File: config.mk
export PLATFORM = sky130hd
export DESIGN_NAME = fp_writeback_stage_flat
export DESIGN_NICKNAME = d
export VERILOG_FILES = /design/src/rtl/fp_pkg.sv /design/src/rtl/fp_writeback_stage_if.sv /design/src/rtl/fp_writeback_stage_classify.sv /design/src/rtl/fp_writeback_stage.sv /design/src/flat_wrapper.sv
export SDC_FILE = /design/constraint.sdc
export NUM_CORES = 1
export LEC_CHECK = 0
export BUFFER_PORTS_ARGS = -buffer_cell sky130_fd_sc_hd__buf_4
export CORE_AREA = 2 2 89 91
export DETAILED_ROUTE_END_ITERATION = 16
export DIE_AREA = 0 0 91 93
export PLACE_DENSITY = 0.78
export REMOVE_ABC_BUFFERS = 1
export SYNTH_ARGS = -nofsm -noshare
export SYNTH_HDL_FRONTEND = slang
export SYNTH_SLANG_ARGS = --single-unit
File: constraint.sdc
create_clock -name clk -period 2.1 [get_ports clk]
set_clock_uncertainty 0.15 [all_clocks]
set_input_delay 0.315 -clock clk [delete_from_list [all_inputs] [get_ports clk]]
set_output_delay 0.315 -clock clk [all_outputs]
set_load 0.05 [all_outputs]
File: src/rtl/fp_pkg.sv
// ---------------------------------------------------------------------------
// fp_pkg
// Shared definitions for the FP writeback stage: opcodes, IEEE-754 single
// field widths, the value class enum and the bit positions of the NZCV and
// sticky-flag vectors.
// ---------------------------------------------------------------------------
package fp_pkg;

  localparam logic [1:0] FP_OP_ADD = 2'b00;
  localparam logic [1:0] FP_OP_MUL = 2'b01;

  localparam int EXP_W = 8;
  localparam int MAN_W = 23;

  typedef enum logic [2:0] {
    FPC_ZERO,
    FPC_DENORM,
    FPC_NORMAL,
    FPC_INF,
    FPC_NAN
  } fp_class_e;

  // Sticky flag vector {IOC,OFC,UFC,ZRC}
  localparam int FLAG_IOC = 3;
  localparam int FLAG_OFC = 2;
  localparam int FLAG_UFC = 1;
  localparam int FLAG_ZRC = 0;

  // Condition flag vector {N,Z,C,V}
  localparam int NZCV_N = 3;
  localparam int NZCV_Z = 2;
  localparam int NZCV_C = 1;
  localparam int NZCV_V = 0;

  // Exception bits contributed by a single pushed result.
  function automatic logic [3:0] sticky_bits(fp_class_e cls, logic op_invalid);
    logic [3:0] bits;
    bits           = '0;
    bits[FLAG_IOC] = (cls == FPC_NAN) | op_invalid;
    bits[FLAG_OFC] = (cls == FPC_INF);
    bits[FLAG_UFC] = (cls == FPC_DENORM);
    bits[FLAG_ZRC] = (cls == FPC_ZERO);
    return bits;
  endfunction

endpackage

File: src/rtl/fp_writeback_stage_if.sv
// ---------------------------------------------------------------------------
// fp_writeback_stage_if
// Handshake bundle between the FP add/mul unit, the writeback stage and the
// register-file writeback port.
//   in_*        : result from the FP unit (valid/ready)
//   out_*       : buffered result towards writeback (valid/ready)
// master modport = the environment (producer + consumer), slave = the stage.
// ---------------------------------------------------------------------------
interface fp_writeback_stage_if #(
  parameter int DATA_W = 32,
  parameter int RD_W   = 4
);

  logic              in_valid;
  logic              in_ready;
  logic [DATA_W-1:0] in_result;
  logic [1:0]        in_op;
  logic [RD_W-1:0]   in_rd;
  logic              in_setflags;

  logic              out_valid;
  logic              out_ready;
  logic [DATA_W-1:0] out_data;
  logic [RD_W-1:0]   out_rd;
  logic              out_setflags;
  logic [3:0]        out_nzcv;

  modport master (
    output in_valid, in_result, in_op, in_rd, in_setflags, out_ready,
    input  in_ready, out_valid, out_data, out_rd, out_setflags, out_nzcv
  );

  modport slave (
    input  in_valid, in_result, in_op, in_rd, in_setflags, out_ready,
    output in_ready, out_valid, out_data, out_rd, out_setflags, out_nzcv
  );

endinterface

File: src/rtl/fp_writeback_stage_classify.sv
// ---------------------------------------------------------------------------
// fp_classify
// Combinational IEEE-754 single classifier.
//   data : FP word (sign, 8-bit exponent, 23-bit mantissa)
//   cls  : zero / denorm / normal / inf / NaN
// ---------------------------------------------------------------------------
module fp_classify
  import fp_pkg::*;
(
  input  logic [EXP_W+MAN_W:0] data,
  output fp_class_e            cls
);

  logic [EXP_W-1:0] expo;
  logic [MAN_W-1:0] man;

  assign expo = data[EXP_W+MAN_W-1:MAN_W];
  assign man  = data[MAN_W-1:0];

  always_comb begin
    cls = FPC_NORMAL;
    if (expo == '0) begin
      cls = (man == '0) ? FPC_ZERO : FPC_DENORM;
    end else if (expo == '1) begin
      cls = (man == '0) ? FPC_INF : FPC_NAN;
    end
  end

endmodule

File: src/rtl/fp_writeback_stage.sv
// ---------------------------------------------------------------------------
// fp_writeback_stage
// Registered stage behind the FP add/mul unit. Each accepted result is
// classified, tagged with NZCV flags and buffered in a DEPTH-entry FIFO that
// feeds register-file writeback. Exception flags accumulate in a sticky
// register until fpscr_clr.
//   clk, rst_n    : clock (rising edge), async active-low reset
//   bus           : slave side of the in/out valid-ready handshakes
//   fpscr_clr     : clear sticky flags (a same-cycle push still ORs in)
//   sticky_flags  : {IOC,OFC,UFC,ZRC}
// ---------------------------------------------------------------------------
module fp_writeback_stage
  import fp_pkg::*;
#(
  parameter int DATA_W = 32,
  parameter int RD_W   = 4,
  parameter int DEPTH  = 2
) (
  input  logic                 clk,
  input  logic                 rst_n,
  fp_writeback_stage_if.slave  bus,
  input  logic                 fpscr_clr,
  output logic [3:0]           sticky_flags
);

  localparam int PTR_W = $clog2(DEPTH);
  localparam int CNT_W = PTR_W + 1;

  logic [DATA_W-1:0] data_mem [DEPTH];
  logic [RD_W-1:0]   rd_mem   [DEPTH];
  logic              sf_mem   [DEPTH];
  logic [3:0]        nzcv_mem [DEPTH];

  logic [PTR_W-1:0] wr_ptr;
  logic [PTR_W-1:0] rd_ptr;
  logic [CNT_W-1:0] count;

  logic              full;
  logic              empty;
  logic              push;
  logic              pop;
  logic [DATA_W-1:0] push_data;
  fp_class_e         push_cls;
  logic [3:0]        push_nzcv;
  logic [3:0]        push_flags;

  assign full  = (count == CNT_W'(DEPTH));
  assign empty = (count == '0);
  // A pop never frees space for a same-cycle push: in_ready depends only on
  // count, keeping out_ready off the in_ready path.
  assign push  = bus.in_valid && !full;
  assign pop   = !empty && bus.out_ready;

  // Invalid opcodes write an all-ones NaN pattern instead of the result.
  always_comb begin
    push_data = {DATA_W{1'b1}};
    case (bus.in_op)
      FP_OP_ADD, FP_OP_MUL: push_data = bus.in_result;
      default:              push_data = {DATA_W{1'b1}};
    endcase
  end

  fp_classify u_classify (
    .data (push_data),
    .cls  (push_cls)
  );

  // N is suppressed for NaN so a negative-signed NaN does not read as "less than".
  always_comb begin
    push_nzcv         = '0;
    push_nzcv[NZCV_N] = push_data[DATA_W-1] & (push_cls != FPC_NAN);
    push_nzcv[NZCV_Z] = (push_cls == FPC_ZERO);
    push_nzcv[NZCV_C] = 1'b0;
    push_nzcv[NZCV_V] = (push_cls == FPC_NAN);
  end

  assign push_flags = sticky_bits(push_cls, bus.in_op[1]);

  // Storage is reset so the head outputs read zero straight out of reset.
  always_ff @(posedge clk or negedge rst_n) begin
    if (!rst_n) begin
      for (int i = 0; i < DEPTH; i++) begin
        data_mem[i] <= '0;
        rd_mem[i]   <= '0;
        sf_mem[i]   <= 1'b0;
        nzcv_mem[i] <= '0;
      end
    end else if (push) begin
      data_mem[wr_ptr] <= push_data;
      rd_mem[wr_ptr]   <= bus.in_rd;
      sf_mem[wr_ptr]   <= bus.in_setflags;
      nzcv_mem[wr_ptr] <= push_nzcv;
    end
  end

  always_ff @(posedge clk or negedge rst_n) begin
    if (!rst_n) begin
      wr_ptr <= '0;
      rd_ptr <= '0;
      count  <= '0;
    end else begin
      if (push) wr_ptr <= wr_ptr + PTR_W'(1);
      if (pop)  rd_ptr <= rd_ptr + PTR_W'(1);
      case ({push, pop})
        2'b10:   count <= count + CNT_W'(1);
        2'b01:   count <= count - CNT_W'(1);
        default: count <= count;
      endcase
    end
  end

  // Clear takes effect before the pushed entry's bits are merged in.
  always_ff @(posedge clk or negedge rst_n) begin
    if (!rst_n) begin
      sticky_flags <= '0;
    end else if (fpscr_clr) begin
      sticky_flags <= push ? push_flags : 4'b0000;
    end else if (push) begin
      sticky_flags <= sticky_flags | push_flags;
    end
  end

  assign bus.in_ready     = !full;
  assign bus.out_valid    = !empty;
  assign bus.out_data     = data_mem[rd_ptr];
  assign bus.out_rd       = rd_mem[rd_ptr];
  assign bus.out_setflags = sf_mem[rd_ptr];
  assign bus.out_nzcv     = nzcv_mem[rd_ptr];

endmodule

File: src/flat_wrapper.sv
// flat-port wrapper written by rule: the top's interface ports become plain ports
module fp_writeback_stage_flat import fp_pkg::*;
#(
  parameter int DATA_W = 32,
  parameter int RD_W   = 4,
  parameter int DEPTH  = 2
)
  (clk, rst_n, fpscr_clr, sticky_flags, bus_in_valid, bus_in_result, bus_in_op, bus_in_rd, bus_in_setflags, bus_out_ready, bus_in_ready, bus_out_valid, bus_out_data, bus_out_rd, bus_out_setflags, bus_out_nzcv);
  fp_writeback_stage_if #(.DATA_W(DATA_W), .RD_W(RD_W)) bus_i ();
  input  logic clk;
  input  logic rst_n;
  input  logic fpscr_clr;
  output logic [3:0] sticky_flags;
  input wire logic [$bits(bus_i.in_valid)-1:0] bus_in_valid;
  input wire logic [$bits(bus_i.in_result)-1:0] bus_in_result;
  input wire logic [$bits(bus_i.in_op)-1:0] bus_in_op;
  input wire logic [$bits(bus_i.in_rd)-1:0] bus_in_rd;
  input wire logic [$bits(bus_i.in_setflags)-1:0] bus_in_setflags;
  input wire logic [$bits(bus_i.out_ready)-1:0] bus_out_ready;
  output wire logic [$bits(bus_i.in_ready)-1:0] bus_in_ready;
  output wire logic [$bits(bus_i.out_valid)-1:0] bus_out_valid;
  output wire logic [$bits(bus_i.out_data)-1:0] bus_out_data;
  output wire logic [$bits(bus_i.out_rd)-1:0] bus_out_rd;
  output wire logic [$bits(bus_i.out_setflags)-1:0] bus_out_setflags;
  output wire logic [$bits(bus_i.out_nzcv)-1:0] bus_out_nzcv;
  assign bus_i.in_valid = bus_in_valid;
  assign bus_i.in_result = bus_in_result;
  assign bus_i.in_op = bus_in_op;
  assign bus_i.in_rd = bus_in_rd;
  assign bus_i.in_setflags = bus_in_setflags;
  assign bus_i.out_ready = bus_out_ready;
  assign bus_in_ready = bus_i.in_ready;
  assign bus_out_valid = bus_i.out_valid;
  assign bus_out_data = bus_i.out_data;
  assign bus_out_rd = bus_i.out_rd;
  assign bus_out_setflags = bus_i.out_setflags;
  assign bus_out_nzcv = bus_i.out_nzcv;
  fp_writeback_stage #(.DATA_W(DATA_W), .RD_W(RD_W), .DEPTH(DEPTH)) u_core (.clk(clk), .rst_n(rst_n), .bus(bus_i), .fpscr_clr(fpscr_clr), .sticky_flags(sticky_flags));
endmodule
==> flow_summary.yaml <==
finish:
  mostFrequentLayoutCell: "buf_4"
  drive_above_1_share: 0.385
  nets: 508
  post-route-cell-area_sq_mm: 0.00502
  fill_cells: 618
  area_growth_pct: 26.9
  antenna_cells: 0
  final_cell_mix: "buf_4 (95), dfrtp_1 (87), nand2_1 (69)"
clock_tree:
  clk_pin_slew_ns: 0.09
  cts_tree: "done"
  clock_latency_ns: 0.34
  clockBufferDepth: 2
  root_buffer: "clkbuf_8"
  cts_buffers: 9
  cts.htree.levels: 3
  cts_setup_buffers: 0
  clock_sinks: 88
global_route:
  grt_use_total: 0.210
  grt_pass1_wl_microns: 14100
  grt_overflow: 0
  grt_max_degree: 45
  grt_pass1_vias: 2975
  antenna_found_initial: 0
timing:
  slew_violations: 0
  period_needed_ns: 2.00
  finalHoldViolCount: 0
  setup_viol: 0
  fmax_ghz: 0.500
  max-slew-margin-rel: 0.620
  rsz0062_at_grt: "false"
  post-route-period-util: 0.953
  tightest_slew_ns: 0.567
synthesis:
  netlist_instances: 376
  synth.distinct_cells: 31
  postSynthAreaPerCell_sq_um: 10.5
  ys_seq_area_frac: 0.557
  yosysWarningCount: 0
  syn-cell-area_sq_mm: 0.00395
  synth-seq-cells: 88
die:
  core_region_area_sq_mm: 0.00753
  io_pins: 91
  rows: 32
  die-area_sq_mm: 0.00846
  die_x_microns: 91
  start_util: 0.525
  dieHeight_microns: 93
setup_path:
  critPathCaptureType: "output pin"
  worstPathRequired_ns: 1.63
  cp.arrival_ns: 1.54
  critPathMaxFanout: 19
  crit_path_start_kind: "flop"
  worstSetupPathType: "flop to output pin"
  cp_slowest_cell: "dfrtp_2"
  critPathMaxStageDelay_ns: 0.40
  crit_path_cell_trace: "buf_6, mux2_2, buf_4"
drt:
  route.detailed.wl_per_inst_microns: 15.0
  drt-pass1-iter-count: 4
  drt-initial-drc-count: 156
  wl_microns: 8550
  drcViolationCount: 0
  ant_nets: 0
  vias: 3000
  routed_via_density: 5.26
hold_path:
  min_path_type: "input pin to flop"
run_status:
  status: "completed"
placed_design:
  place_area_sq_mm: 0.00476
  port_buffers: 88
  gp_congestion: 0.722
  hpwl_microns: 6070
flow_run:
  drv_cap: 0
## flip-flops by register name, indices dropped and copies added (netlist names)
register,count
u_core.wr_ptr,1
u_core.count,2
u_core.sticky_flags,4
u_core.rd_ptr,1
u_core.rd_mem,8
u_core.data_mem,64
u_core.nzcv_mem,6
u_core.sf_mem,2
## kinds of logic (layout without fill, tap and decap cells)
| logic type | Yosys count | after routing | share of synthesized area |
|---|---|---|---|
| and+or+nand+nor | 126 | 126 | 0.142 |
| xor gates and xnor gates | 4 | 4 | 0.00886 |
| other | 1 | 1 | 0.000948 |
| AOI/OAI and AO/OA | 76 | 76 | 0.105 |
| muxes | 50 | 50 | 0.143 |
| DFF | 88 | 88 | 0.557 |
| adders and majority gates | 1 | 1 | 0.00316 |
| buffers and inverters | 30 | 122 | 0.0396 |
## cell type report
cell class,count,area (sq um),share of cell area
clock buffer,9,124,0.0247
clock inverter,7,119,0.0237
inverter,4,15.0,0.00299
multi-input combinational,258,1600,0.318
sequential,88,2200,0.439
tap,102,128,0.0254
timing repair buffer,102,835,0.166
## what timing repair did
action | 4_1_cts | 5_1_grt
resized for setup | 0 | 1
hold buffers | 1 | 0
hold endpoints to repair | 34 | 0
endpoints found under the setup margin | 0 | 17
## synth_stat cells
| cell type | number | area (sq um) |
|---|---|---|
| a21o_1 | 2 | 15.0 |
| a22o_1 | 2 | 17.5 |
| and2_1 | 1 | 6.26 |
| buf_2 | 8 | 40.0 |
| buf_4 | 1 | 7.51 |
| buf_6 | 4 | 45.0 |
| clkbuf_1 | 13 | 48.8 |
| conb_1 | 1 | 3.75 |
| dfrtp_1 | 88 | 2200 |
| ha_1 | 1 | 12.5 |
| inv_1 | 4 | 15.0 |
| mux2_2 | 49 | 552 |
| mux2_4 | 1 | 15.0 |
| nand2_1 | 69 | 259 |
| nand2b_4 | 1 | 13.8 |
| nand3_1 | 3 | 15.0 |
| nand3_2 | 1 | 10.0 |
| nand3b_2 | 1 | 11.3 |
| nand4_1 | 3 | 18.8 |
| nor2_1 | 37 | 139 |
| nor3_1 | 1 | 5.00 |
| nor4_1 | 2 | 12.5 |
| nor4_2 | 4 | 50.1 |
| o21ai_0 | 65 | 325 |
| o21bai_1 | 1 | 7.51 |
| o22ai_1 | 4 | 25.0 |
| o31ai_2 | 2 | 25.0 |
| or2_2 | 2 | 12.5 |
| or2_4 | 1 | 8.76 |
| xnor2_1 | 2 | 17.5 |
| xor2_1 | 2 | 17.5 |
## worst max-delay path: cells and delay by family, from the launching register on
kind                   cells  cell delay, ns
buffers and inverters      2            0.41
flip-flops                 1            0.40
multiplexers               1            0.37
## path summary, 6_finish.rpt
check / startpoint / end / cells after the start / slack, ns
hold reg to reg: u_core.data_mem[1]$_DFFE_PN0P_ / u_core.data_mem[1]$_DFFE_PN0P_ / 2 / 0.33
max in group asynchronous: rst_n / u_core.data_mem[3]$_DFFE_PN0P_ / 3 / 0.87
setup reg to reg: u_core.count[0]$_DFFE_PN0P_ / u_core.data_mem[41]$_DFFE_PN0P_ / 4 / 0.27
setup / recovery: u_core.rd_ptr$_DFFE_PN0P_ / bus_out_data[23] / 3 / 0.1
hold / removal: fpscr_clr / u_core.sticky_flags[0]$_DFFE_PN0P_ / 2 / 0.03
min in group asynchronous: rst_n / u_core.nzcv_mem[7]$_DFFE_PN0P_ / 2 / 0.30
## per-stage QoR
| step | utilization | worst slack, ns | hold WS, ns | std cells | TNS [ns] |
|---|---|---|---|---|---|
| 2_1_floorplan | - | -0.0685 | -0.131 | 350 | -1.87 |
| 3_3_place_gp | 0.633 | 0.267 | 0.152 | 553 | 0 |
| 3_5_place_dp | 0.633 | 0.227 | 0.158 | 553 | 0 |
| 4_1_cts | 0.666 | 0.00629 | 0.00797 | 570 | 0 |
| 5_1_grt | 0.667 | 0.0572 | 0.0145 | 570 | 0 |
| 6_report | 0.667 | 0.0987 | 0.0252 | 570 | 0 |
## routing by layer
metal	global-route usage	wire length, microns	vias up
met5	0	0	-
met4	0.0720	131	0
met3	0.0411	415	13
met2	0.348	4220	86
met1	0.279	3790	1452
li1	-	-	1449
Power is left out: the tool's default activity adds up to more than one toggle a clock period on the data nets, which glitch-free logic cannot reach.
